## config.mk

```make
export PLATFORM = sky130hd
export DESIGN_NAME = conv_sched
export DESIGN_NICKNAME = d
export VERILOG_FILES = /design/src/rtl/conv_sched.sv
export SDC_FILE = /design/constraint.sdc
export NUM_CORES = 1
export LEC_CHECK = 0
export ABC_AREA = 1
export BUFFER_PORTS_ARGS = -buffer_cell sky130_fd_sc_hd__buf_2
export CORE_MARGIN = 4
export CORE_UTILIZATION = 31
export CTS_BUF_LIST = sky130_fd_sc_hd__clkbuf_8
export DETAILED_ROUTE_END_ITERATION = 12
export GPL_TIMING_DRIVEN = 0
export HOLD_SLACK_MARGIN = 0.06
export PLACE_DENSITY = 0.47
export SYNTH_ARGS = -nofsm -noshare
export SYNTH_HDL_FRONTEND = slang
export SYNTH_SLANG_ARGS = --single-unit
```

## constraint.sdc

```tcl
create_clock -name clk -period 8.4 [get_ports clk]
set_input_delay 2.1 -clock clk [delete_from_list [all_inputs] [get_ports clk]]
set_output_delay 2.1 -clock clk [all_outputs]
set_load 0.05 [all_outputs]
```

## src/rtl/conv_sched.sv

```systemverilog
// conv_sched: raster walker over conv windows/taps driving input reads, accumulator strobes and output writes.
// Optional perf counters (perf_cycles, perf_stalls) are built when CONV_SCHED_PERF_EN is defined.
module conv_sched #(
    parameter int AW   = 16,
    parameter int DIMW = 8,
    parameter int KIW  = 8
) (
    input  logic            clk,
    input  logic            rst_n,
    input  logic            start,
    input  logic [DIMW-1:0] cfg_di_w,
    input  logic [DIMW-1:0] cfg_di_h,
    input  logic [DIMW-1:0] cfg_x_stop,
    input  logic [DIMW-1:0] cfg_y_stop,
    input  logic [DIMW-1:0] cfg_stride_x,
    input  logic [DIMW-1:0] cfg_stride_y,
    input  logic [DIMW-1:0] cfg_k_w,
    input  logic [DIMW-1:0] cfg_k_h,
    input  logic [AW-1:0]   cfg_base_in,
    input  logic [AW-1:0]   cfg_base_out,
    output logic            mi_rd,
    output logic [AW-1:0]   mi_addr,
    input  logic            mi_ready,
    output logic            acc_en,
    output logic            acc_clr,
    output logic [KIW-1:0]  k_idx,
    output logic            mo_wr,
    output logic [AW-1:0]   mo_addr,
    output logic            busy,
    output logic            done,
    output logic            err
`ifdef CONV_SCHED_PERF_EN
    ,
    output logic [31:0]     perf_cycles,
    output logic [31:0]     perf_stalls
`endif
);
    typedef enum logic [2:0] {IDLE, CHECK, TAP, DRAIN, WRITE, DONE} state_e;
    localparam int BPC = (DIMW + 2) / 3;
    state_e state_q, state_d;
    logic [DIMW-1:0] di_w_q, di_h_q, xs_q, ys_q, sx_q, sy_q, kw_q, kh_q;
    logic [DIMW-1:0] ox_q, oy_q, kx_q, ky_q, sym_q;
    logic [AW-1:0]   bin_q, bout_q, orow_q, org_q, trow_q, n_q, rstep_q, mc_q;
    logic [KIW-1:0]  kidx_q, k_idx_q;
    logic            err_q, acc_en_q, acc_clr_q;
    logic            accept, last_kx, last_ky, cfg_bad, row_wrap, y_end;
    logic [DIMW:0]   ox_nx, oy_nx;
    logic [AW-1:0]   step_add, orow_nx, org_nx;
    assign cfg_bad = kw_q == '0 || kh_q == '0 || sx_q == '0 || sy_q == '0
                   || {1'b0, xs_q} + {1'b0, kw_q} > {1'b0, di_w_q}
                   || {1'b0, ys_q} + {1'b0, kh_q} > {1'b0, di_h_q};
    assign accept   = state_q == TAP && mi_ready;
    assign last_kx  = kx_q == kw_q - 1'b1;
    assign last_ky  = ky_q == kh_q - 1'b1;
    assign ox_nx    = {1'b0, ox_q} + {1'b0, sx_q};
    assign oy_nx    = {1'b0, oy_q} + {1'b0, sy_q};
    assign row_wrap = ox_nx > {1'b0, xs_q};
    assign y_end    = row_wrap && oy_nx > {1'b0, ys_q};
    assign orow_nx  = row_wrap ? orow_q + rstep_q : orow_q;
    assign org_nx   = row_wrap ? orow_nx : org_q + AW'(sx_q);
    // stride_y*di_w is built a few bits per cycle; three edges (CHECK, TAP, DRAIN) always precede the first WRITE
    always_comb begin
        step_add = '0;
        for (int j = 0; j < BPC; j++)
            step_add = step_add + (sym_q[j] ? mc_q << j : '0);
    end
    always_comb begin
        state_d = state_q;
        case (state_q)
            IDLE:    state_d = start ? CHECK : IDLE;
            CHECK:   state_d = cfg_bad ? DONE : TAP;
            TAP:     state_d = (accept && last_kx && last_ky) ? DRAIN : TAP;
            DRAIN:   state_d = WRITE;
            WRITE:   state_d = y_end ? DONE : TAP;
            default: state_d = IDLE;
        endcase
    end
    always_ff @(posedge clk or posedge rst_n)
        if (rst_n) state_q <= IDLE;
        else       state_q <= state_d;
    always_ff @(posedge clk or posedge rst_n) begin
        if (rst_n) begin
            {di_w_q, di_h_q, xs_q, ys_q, sx_q, sy_q, kw_q, kh_q} <= '0;
            {ox_q, oy_q, kx_q, ky_q, sym_q} <= '0;
            {bin_q, bout_q, orow_q, org_q, trow_q, n_q, rstep_q, mc_q} <= '0;
            {kidx_q, k_idx_q, err_q, acc_en_q, acc_clr_q} <= '0;
        end else begin
            acc_en_q  <= accept;
            acc_clr_q <= accept && kidx_q == '0;
            k_idx_q   <= kidx_q;
            rstep_q   <= rstep_q + step_add;
            sym_q     <= sym_q >> BPC;
            mc_q      <= mc_q << BPC;
            if (state_q == IDLE && start) begin
                {di_w_q, di_h_q, xs_q, ys_q} <= {cfg_di_w, cfg_di_h, cfg_x_stop, cfg_y_stop};
                {sx_q, sy_q, kw_q, kh_q}     <= {cfg_stride_x, cfg_stride_y, cfg_k_w, cfg_k_h};
                {bin_q, bout_q}              <= {cfg_base_in, cfg_base_out};
                sym_q   <= cfg_stride_y;
                mc_q    <= AW'(cfg_di_w);
                rstep_q <= '0;
            end
            if (state_q == CHECK) begin
                err_q <= cfg_bad;
                {ox_q, oy_q, kx_q, ky_q, kidx_q, n_q} <= '0;
                {orow_q, org_q, trow_q} <= {bin_q, bin_q, bin_q};
            end
            if (accept) begin
                kidx_q <= kidx_q + 1'b1;
                kx_q   <= last_kx ? '0 : kx_q + 1'b1;
                if (last_kx) begin
                    ky_q   <= last_ky ? '0 : ky_q + 1'b1;
                    trow_q <= trow_q + AW'(di_w_q);
                end
            end
            if (state_q == WRITE) begin
                n_q    <= n_q + 1'b1;
                kidx_q <= '0;
                ox_q   <= row_wrap ? '0 : ox_nx[DIMW-1:0];
                oy_q   <= row_wrap ? oy_nx[DIMW-1:0] : oy_q;
                orow_q <= orow_nx;
                org_q  <= org_nx;
                trow_q <= org_nx;
            end
        end
    end
    assign mi_rd   = state_q == TAP;
    assign mi_addr = trow_q + AW'(kx_q);
    assign acc_en  = acc_en_q;
    assign acc_clr = acc_clr_q;
    assign k_idx   = k_idx_q;
    assign mo_wr   = state_q == WRITE;
    assign mo_addr = bout_q + n_q;
    assign busy    = state_q != IDLE;
    assign done    = state_q == DONE;
    assign err     = done && err_q;
`ifdef CONV_SCHED_PERF_EN
    logic [31:0] pc_q, ps_q;
    always_ff @(posedge clk or posedge rst_n) begin
        if (rst_n) begin
            pc_q <= '0;
            ps_q <= '0;
        end else if (state_q == IDLE && start) begin
            pc_q <= '0;
            ps_q <= '0;
        end else begin
            pc_q <= (busy && ~&pc_q) ? pc_q + 1'b1 : pc_q;
            ps_q <= (mi_rd && !mi_ready && ~&ps_q) ? ps_q + 1'b1 : ps_q;
        end
    end
    assign perf_cycles = pc_q;
    assign perf_stalls = ps_q;
`endif
endmodule

```

==> run summary, run 1 <==
The run finished with clean final reports. TritonCTS built the clock tree. The combined area of the multi-input logic cells is 9790 sq um. A synthesized cell averages 7.68 sq um. The analysis attributes to cell leakage a power of 11.0 nW.

The cell area power density came out at roughly 420 nW/um^2. After legalization and detailed placement, the total HPWL measured 47200 microns. The data arrival time of the critical path is 3280 ps. The clock tree synthesis step divided the H-tree into 2 levels. The critical setup path kind is reg2out. After filler insertion, the fill cell instance count of the layout stands at approximately 6k. The number of maximum-capacitance violations is 0. The initial antenna violation count is 3.

STA classifies the critical path endpoint as an output pin. The normalized max-slew margin is 31.1%. The pin count of the biggest net entering global routing is 38. The share of the synthesized netlist area taken by xor and xnor gates is between 5 and 6%. The most used flip-flop cell after synthesis is sky130_fd_sc_hd__dfrtp_1.

In the final timing run, aggregate negative setup slack is 0 ps. The area share of the largest cell type after synthesis came out at 36.2%. The number of cells upsized or downsized after cts is 0. In this run, synthesis produced a sequential element count of around 250. The number of enable flip-flop cells after synthesis is 0.

The total count of max-transition violations in the final report came out at 0. The number of different library cells in the post-synthesis netlist came out at 48. The cell accounting for the most synthesized area is sky130_fd_sc_hd__dfrtp_1.

The clock-pin slew on the worst setup and hold paths came out at ~60 ps. The peak supply drop came out at 278 uV. The post-detailed-route wirelength per cell is between 15 and 20 microns. The data required time at the worst endpoint came out at 6300 ps.

The slew at the pin closest to its max-slew limit came out at 1030 ps. The core region area is approximately 56000 sq um. The finished cells cover 20400 sq um. The die boundary height came out at 246 microns. The die covers 60500 sq um.

The simple-gate share of the synthesized area came out at 25.6%. The area after detailed placement is around 19000 sq um. The synthesized netlist devotes between 10% and 20% of its cell area to adder and majority cells. The total via count after detailed routing is 15.8k. The final weighted congestion of routability-driven global placement came out at 0.905.

The worst-path maximum fanout is 4. The number of warnings issued by yosys is 0. The tightest min-delay check is of the reg2reg type.

Hold repair after CTS inserted 0 buffers. The post-synthesis async set-or-reset flop share is 100%. Summed over all layers, the routed wires come to 58500 microns. After synthesis, flip-flops and latches occupy a little over a third of the total area. The worst clock skew is 38.0 ps. The cell row count is 86. The worst setup path is launched from a register. In the final layout, the share of cells above drive strength 1 is 11.4%. The first-pass GRT wire length came out at 90900 microns. The number of nets with antenna violations after detailed routing came out at 0. The all-layer global routing usage is roughly a fifth. The starting DRC count in detailed routing is 871.

The worst-case hold slack is 382 ps. The register area came out at between 6000 and 7000 sq um. By area, the combinational part of the netlist is dominated by simple AND/OR/NAND/NOR gates. The clock insertion delay at the later pin of the skew report is 640 ps. The detailed-routing iteration count for the pre-antenna-repair pass came out at 5. In the post-synthesis netlist, the cell with the most instances is sky130_fd_sc_hd__nand2_1. The CTS sink count is ~250.

The clock buffer count from CTS came out at 50. The cell area after technology mapping came out at 17600 sq um. Setup repair after global routing left no endpoint under its margin. By area the synthesized netlist is led by sky130_fd_sc_hd__dfrtp_1 (36%), sky130_fd_sc_hd__nand2_1 (14%), sky130_fd_sc_hd__ha_1 (10%). The share of the cycle needed by the critical path after routing came out at 64.1%. Synthesis produced a netlist whose cell count is 2287. In this run the horizontal extent of the chip is 246 microns. The mux contribution to synthesized area came out at 0.228%.

The number of failing hold endpoints at the final stage is 0. The final setup violation count is 0. Sorting the synthesized cells by how often they occur yields sky130_fd_sc_hd__nand2_1 (677), sky130_fd_sc_hd__inv_1 (297), sky130_fd_sc_hd__dfrtp_1 (254). The worst path in the final design needs a cycle of between 5000 and 6000 ps, including I/O delays and setup. The count of input and output buffers is 146.

The number of nets handed over by synthesis was 2564. The number of global-route vias before repair is 15.8k. The final net count came out at 2769. The synthesis-to-layout area growth is 16.3%.

The highest clock frequency the design can meet came out at approximately 0.19 GHz. The count of buffers added by post-CTS timing repair for setup is 0. The effective utilization at floorplan is 31.6%. After detailed routing, the number of remaining DRC violations is 0. The share of the synthesized area in compound gates (AO/OA/AOI/OAI) is 10.2%. The leftover overflow at the end of global routing came out at 0. The via density per instance is between 4 and 5. The maximum buffer depth of the clock tree is 3.

The tree is rooted in a sky130_fd_sc_hd__clkbuf_8. Pin placement for this block handled 147 I/O pins.
-- kinds of logic after synthesis --
family / Yosys count
flip-flops: 254
XOR/XNOR: 111
adder cells (fa/ha/maj): 177
buffers and inverters: 364
AO/OA/AOI/OAI: 331
multiplexers: 4
AND/OR/NAND/NOR: 1046
-- metal layers --
| metal | wire length [microns] | GRT usage [%] | vias to the layer above | part of all wire (%) |
|---|---|---|---|---|
| met2 | 27100 | 32.2 | 375 | 46 |
| met5 | 18 | 0 | - | 0.031 |
| met4 | 1140 | 4.52 | 2 | 2.0 |
| met3 | 3360 | 3.27 | 67 | 5.7 |
| li1 | - | - | 7830 | - |
| met1 | 27000 | 26.6 | 7476 | 46 |
-- sequential cells by signal, summed over array words and instances, names as in the netlist, 16 cells and up --
| signal | count |
|---|---|
| bout_q | 16 |
| orow_q | 16 |
| org_q | 16 |
| trow_q | 16 |
| bin_q | 16 |
| n_q | 16 |
| mc_q | 16 |
| rstep_q | 16 |
-- stage by stage --
step / utilization (%) / power [W] / cells / setup slack [ps]
after floorplan: - / 0.00571 / 2287 / 2960
after global placement: 34.6 / 0.00714 / 3181 / 939
after detailed placement: 34.8 / 0.00722 / 3188 / 3680
after CTS: 36.7 / 0.00861 / 3277 / 2980
after global routing: 36.7 / 0.00937 / 3278 / 2840
final: 36.7 / 0.00852 / 3278 / 3020
-- where the power goes --
group	switching, W	internal, W	total, W	leakage, nW
sequential	0.000478	0.00169	0.00216	3.28
clock	0.000586	0.000731	0.00132	0.588
combinational	0.00335	0.00169	0.00504	7.18
total	0.00441	0.00411	0.00852	11.0
-- cells in the final DEF, fill, tap and decap left out, drive strengths merged --
master / count
clkinv: 7
o311ai: 1
nor3: 24
nand4: 45
fa: 37
clkinvlp: 3
clkbuf: 94
nand3: 143
buf: 184
xor2: 68
a21o: 7
and2: 12
bufinv: 1
dfrtp: 254
nor4: 5
o21a: 5
nor3b: 1
nand3b: 19
mux2i: 4
diode: 1
o31ai: 2
or2: 11
o21bai: 8
o22ai: 11
xnor2: 43
a21oi: 123
nand2: 682
o41ai: 1
a31o: 1
ha: 140
a31oi: 7
o211ai: 5
a21boi: 4
a22o: 4
o21ai: 152
inv: 317
nor2: 104
-- critical path, cell delays in order (launching register included) --
cell and delay [ps]:
sky130_fd_sc_hd__dfrtp_1 510, sky130_fd_sc_hd__inv_1 220, sky130_fd_sc_hd__fa_1 470, sky130_fd_sc_hd__o21ai_1 240, sky130_fd_sc_hd__a31oi_1 160, sky130_fd_sc_hd__o21ai_1 260
sky130_fd_sc_hd__nand2_1 130, sky130_fd_sc_hd__nor2_1 160, sky130_fd_sc_hd__nand2_1 80, sky130_fd_sc_hd__xor2_1 130, sky130_fd_sc_hd__buf_2 280
-- layout make-up --
cell class | count | share of cell area, %
buffer | 59 | 1.35
inverter | 305 | 5.62
tap | 748 | 4.58
timing repair buffer | 153 | 4.26
multi-input combinational | 1669 | 47.9
clock inverter | 23 | 0.662
clock buffer | 66 | 4.45
antenna | 1 | 0.0123
sequential | 254 | 31.1
-- path summary, 6_finish.rpt --
kind / to / cells after the start / slack, ps / startpoint
hold reg to reg: k_idx[3] / 0 / 380 / kidx_q[3]
setup reg to reg: rstep_q[14] / 16 / 4650 / sym_q[0]
min in group asynchronous: kx_q[6] / 2 / 1520 / rst_n
setup / recovery: mi_addr[14] / 10 / 3020 / trow_q[1]
max in group asynchronous: bout_q[12] / 6 / 5530 / rst_n
hold / removal: k_idx[3] / 0 / 380 / kidx_q[3]
No activity file was read; power rests on OpenSTA's default activity.
==> run 2: changes to the inputs <==
clock period = 4.48 ns   (was 8.4 ns; I/O delays follow)
==> run 2 against run 1 <==
  * Worst setup slack worse by 2900 ps
  * Sequential share of layout area about the same
  * Cell area is essentially flat
  * Sequential power is 88% higher
  * Clock power increased by 87%
  * Final cell count is the same
  * Via count is 0.76% lower
  * Routed wire length rose by 0.15%
  * Critical path depth did not move
  * Worst hold slack about the same
  * Critical endpoint unchanged
  * Largest cell class unchanged
==> run summary, run 2 (same netlist as run 1, synthesis figures left out) <==
The flow ran to the end, and the final reports show no timing, DRC or antenna violations. The clock buffer count from CTS came out at 50. The clock-pin slew on the worst setup and hold paths is 60 ps. Sequential cells burn around a quarter of the power. The highest clock frequency the design can meet is around 0.23 GHz. The core region area is 55600 sq um. The post-detailed-route wirelength per cell is between 15 and 20 microns.

TritonCTS built the clock tree. The static leakage came out at 11.0 nW. For the pin with the worst max-slew slack, the measured transition is 1010 ps. The die boundary height is approximately 250 microns. The ratio of cells with drive above 1 in the final layout is a little under an eighth. The number of global-route vias before repair came to around 16k. The total wirelength of the detailed-routed design came out at 58600 microns. In this run the power density over the cells is 782 nW/um^2. Leaving out fill and tap cells, the most frequent cells in the layout are sky130_fd_sc_hd__nand2_1 (677), sky130_fd_sc_hd__inv_1 (309), sky130_fd_sc_hd__dfrtp_1 (253). The switching share of power came out at 51.8%.

The data required time at the worst endpoint came out at 3360 ps. The shortest clock period the worst path allows after layout is 4360 ps. The total half-perimeter wirelength after legalization and detailed placement came out at 47200 microns. The synthesis-to-layout area growth came out at 16.3%.

The count of cells in the finished layout, fillers not included, comes to 3278. The number of failing hold endpoints at the final stage is 0. In the final timing run, aggregate negative setup slack is 0 ps. The worst clock skew came out at 37.9 ps. The total count of max-transition violations in the final report came out at 0.

The number of maximum-capacitance violations came out at 0. The portion of total power attributed to combinational logic is 59.2%. The combined area of the multi-input logic cells is 9800 sq um. The cell row count is 86. The pin count of the biggest net entering global routing came out at 38. The layout has 6008 filler cells. The register area came out at 6360 sq um. The first global-routing pass estimated 90900 microns of wire. The peak supply drop came out at 520 uV.

The critical path launch point type is a register. The tightest min-delay check is of the reg2reg type. The core utilization of the finished layout came out at 36.7%.

The H-tree generated during clock tree synthesis spans 2 levels. The number of nets with antenna violations after detailed routing is 0. The maximum buffer depth of the clock tree came out at 3. The final net count is 2769. The starting DRC count in detailed routing is 824. Buffers inserted to repair hold after CTS numbered 0.

The final weighted congestion of routability-driven global placement is between 0.9 and 1. The internal power contribution is 0.00771 W. The most common cell after layout, fill and taps aside is sky130_fd_sc_hd__nand2_1. The die covers 60500 sq um.

Setup repair after global routing left no endpoint under its margin. The normalized max-slew margin is 32.4%. The all-layer global routing usage came out at between 10% and 20%. The switching component of the power is 0.00828 W. Of the available clock period, the critical path in the final layout requires 97.2%. The effective utilization at floorplan came out at a little under a third. The number of design rule violations left after detail routing is 0. The count of input and output buffers is 146. The clock power share came out at 15.5%.

The total via count after detailed routing is 15.6k. The via density per instance came out at between 4 and 5. The detailed-routing iteration count for the pre-antenna-repair pass came out at 5. The cell chosen for the clock root is sky130_fd_sc_hd__clkbuf_8. After detailed placement, the design holds a cell count of 3188. STA puts the critical path data arrival time at 3240 ps. For the worst flop-to-flop path, the logic depth is 18. The final setup violation count is 0. The initial antenna violation count is 3. The count of pins on the block boundary is about 150. The die is 246 microns wide. The later pin in the worst-skew pair is clocked with a latency of 650 ps. Global routing finished with a remaining overflow of 0.

The cell depth of the worst hold path came out at 0. The worst-path maximum fanout is 4. The CTS sink count came out at 254. The critical setup path kind is reg2out. The worst setup path is captured at an output pin.
==> run 2: cell types whose count changed in the layout (fill, tap and decap cells not counted) <==
cell	before	now
sky130_fd_sc_hd__dfrtp_1	254	253
sky130_fd_sc_hd__dfrtp_2	0	1
sky130_fd_sc_hd__nor2_1	99	98
sky130_fd_sc_hd__nor2_2	3	4
sky130_fd_sc_hd__o21ai_1	13	12
sky130_fd_sc_hd__o21ai_2	0	1
==> run 2: layout make-up <==
cell class / count / area share, %
buffer: 59 / 1.35
clock buffer: 66 / 4.45
clock inverter: 23 / 0.661
sequential: 254 / 31.1
multi-input combinational: 1669 / 47.9
inverter: 305 / 5.62
antenna: 1 / 0.0122
tap: 748 / 4.58
timing repair buffer: 153 / 4.26
==> run 2: power groups by stage <==
stage,logic (W),clock network (W),registers [W]
global route,0.0107,0.00267,0.00417
finish,0.00946,0.00247,0.00406
global placement,0.00930,0,0.00409
CTS,0.00952,0.00256,0.00406
detailed placement,0.00945,0,0.00409
floorplan,0.00699,0,0.00371
==> run 2: critical path: stages (launching register included) <==
cell	delay (ps)
sky130_fd_sc_hd__dfrtp_1	510
sky130_fd_sc_hd__inv_1	240
sky130_fd_sc_hd__fa_1	480
sky130_fd_sc_hd__o21ai_1	250
sky130_fd_sc_hd__a31oi_1	170
sky130_fd_sc_hd__o21ai_2	200
sky130_fd_sc_hd__nand2_1	110
sky130_fd_sc_hd__nor2_1	150
sky130_fd_sc_hd__nand2_1	80
sky130_fd_sc_hd__xor2_1	130
sky130_fd_sc_hd__buf_2	280
==> run 2: path summary, 6_finish.rpt <==
kind | to | slack [ps] | from
worst max-delay path | mi_addr[14] | 120 | trow_q[1]
worst min-delay path | k_idx[3] | 380 | kidx_q[3]
worst max register to register | org_q[9] | 720 | sx_q[0]
worst min register to register | k_idx[3] | 380 | kidx_q[3]
max in group asynchronous | bout_q[12] | 2590 | rst_n
min in group asynchronous | kx_q[6] | 530 | rst_n
==> run 2: metrics by stage <==
step                total power, W  instance area [sq um]  worst slack, ps  hold slack, ps
floorplan                   0.0107                  17600             16.4             354
global placement            0.0134                  19200            -2000             362
detailed placement          0.0135                  19400              690             366
CTS                         0.0161                  20400             36.4             380
global route                0.0176                  20400             21.6             399
finish                      0.0160                  20400              123             382
==> run 2: layer usage <==
metal | part of all wire, % | global-route usage [%] | vias up
met3 | 5.3 | 3.27 | 68
li1 | - | - | 7833
met5 | 0.031 | 0 | -
met1 | 47 | 26.6 | 7371
met2 | 46 | 32.2 | 356
met4 | 1.9 | 4.52 | 2
==> run 2: timing repair <==
| action | CTS | global route |
|---|---|---|
| resized for setup | 0 | 3 |
| endpoints found under the setup margin | 0 | 3 |
| hold endpoints to repair | 0 | 0 |
| buffers inserted | 0 | 0 |
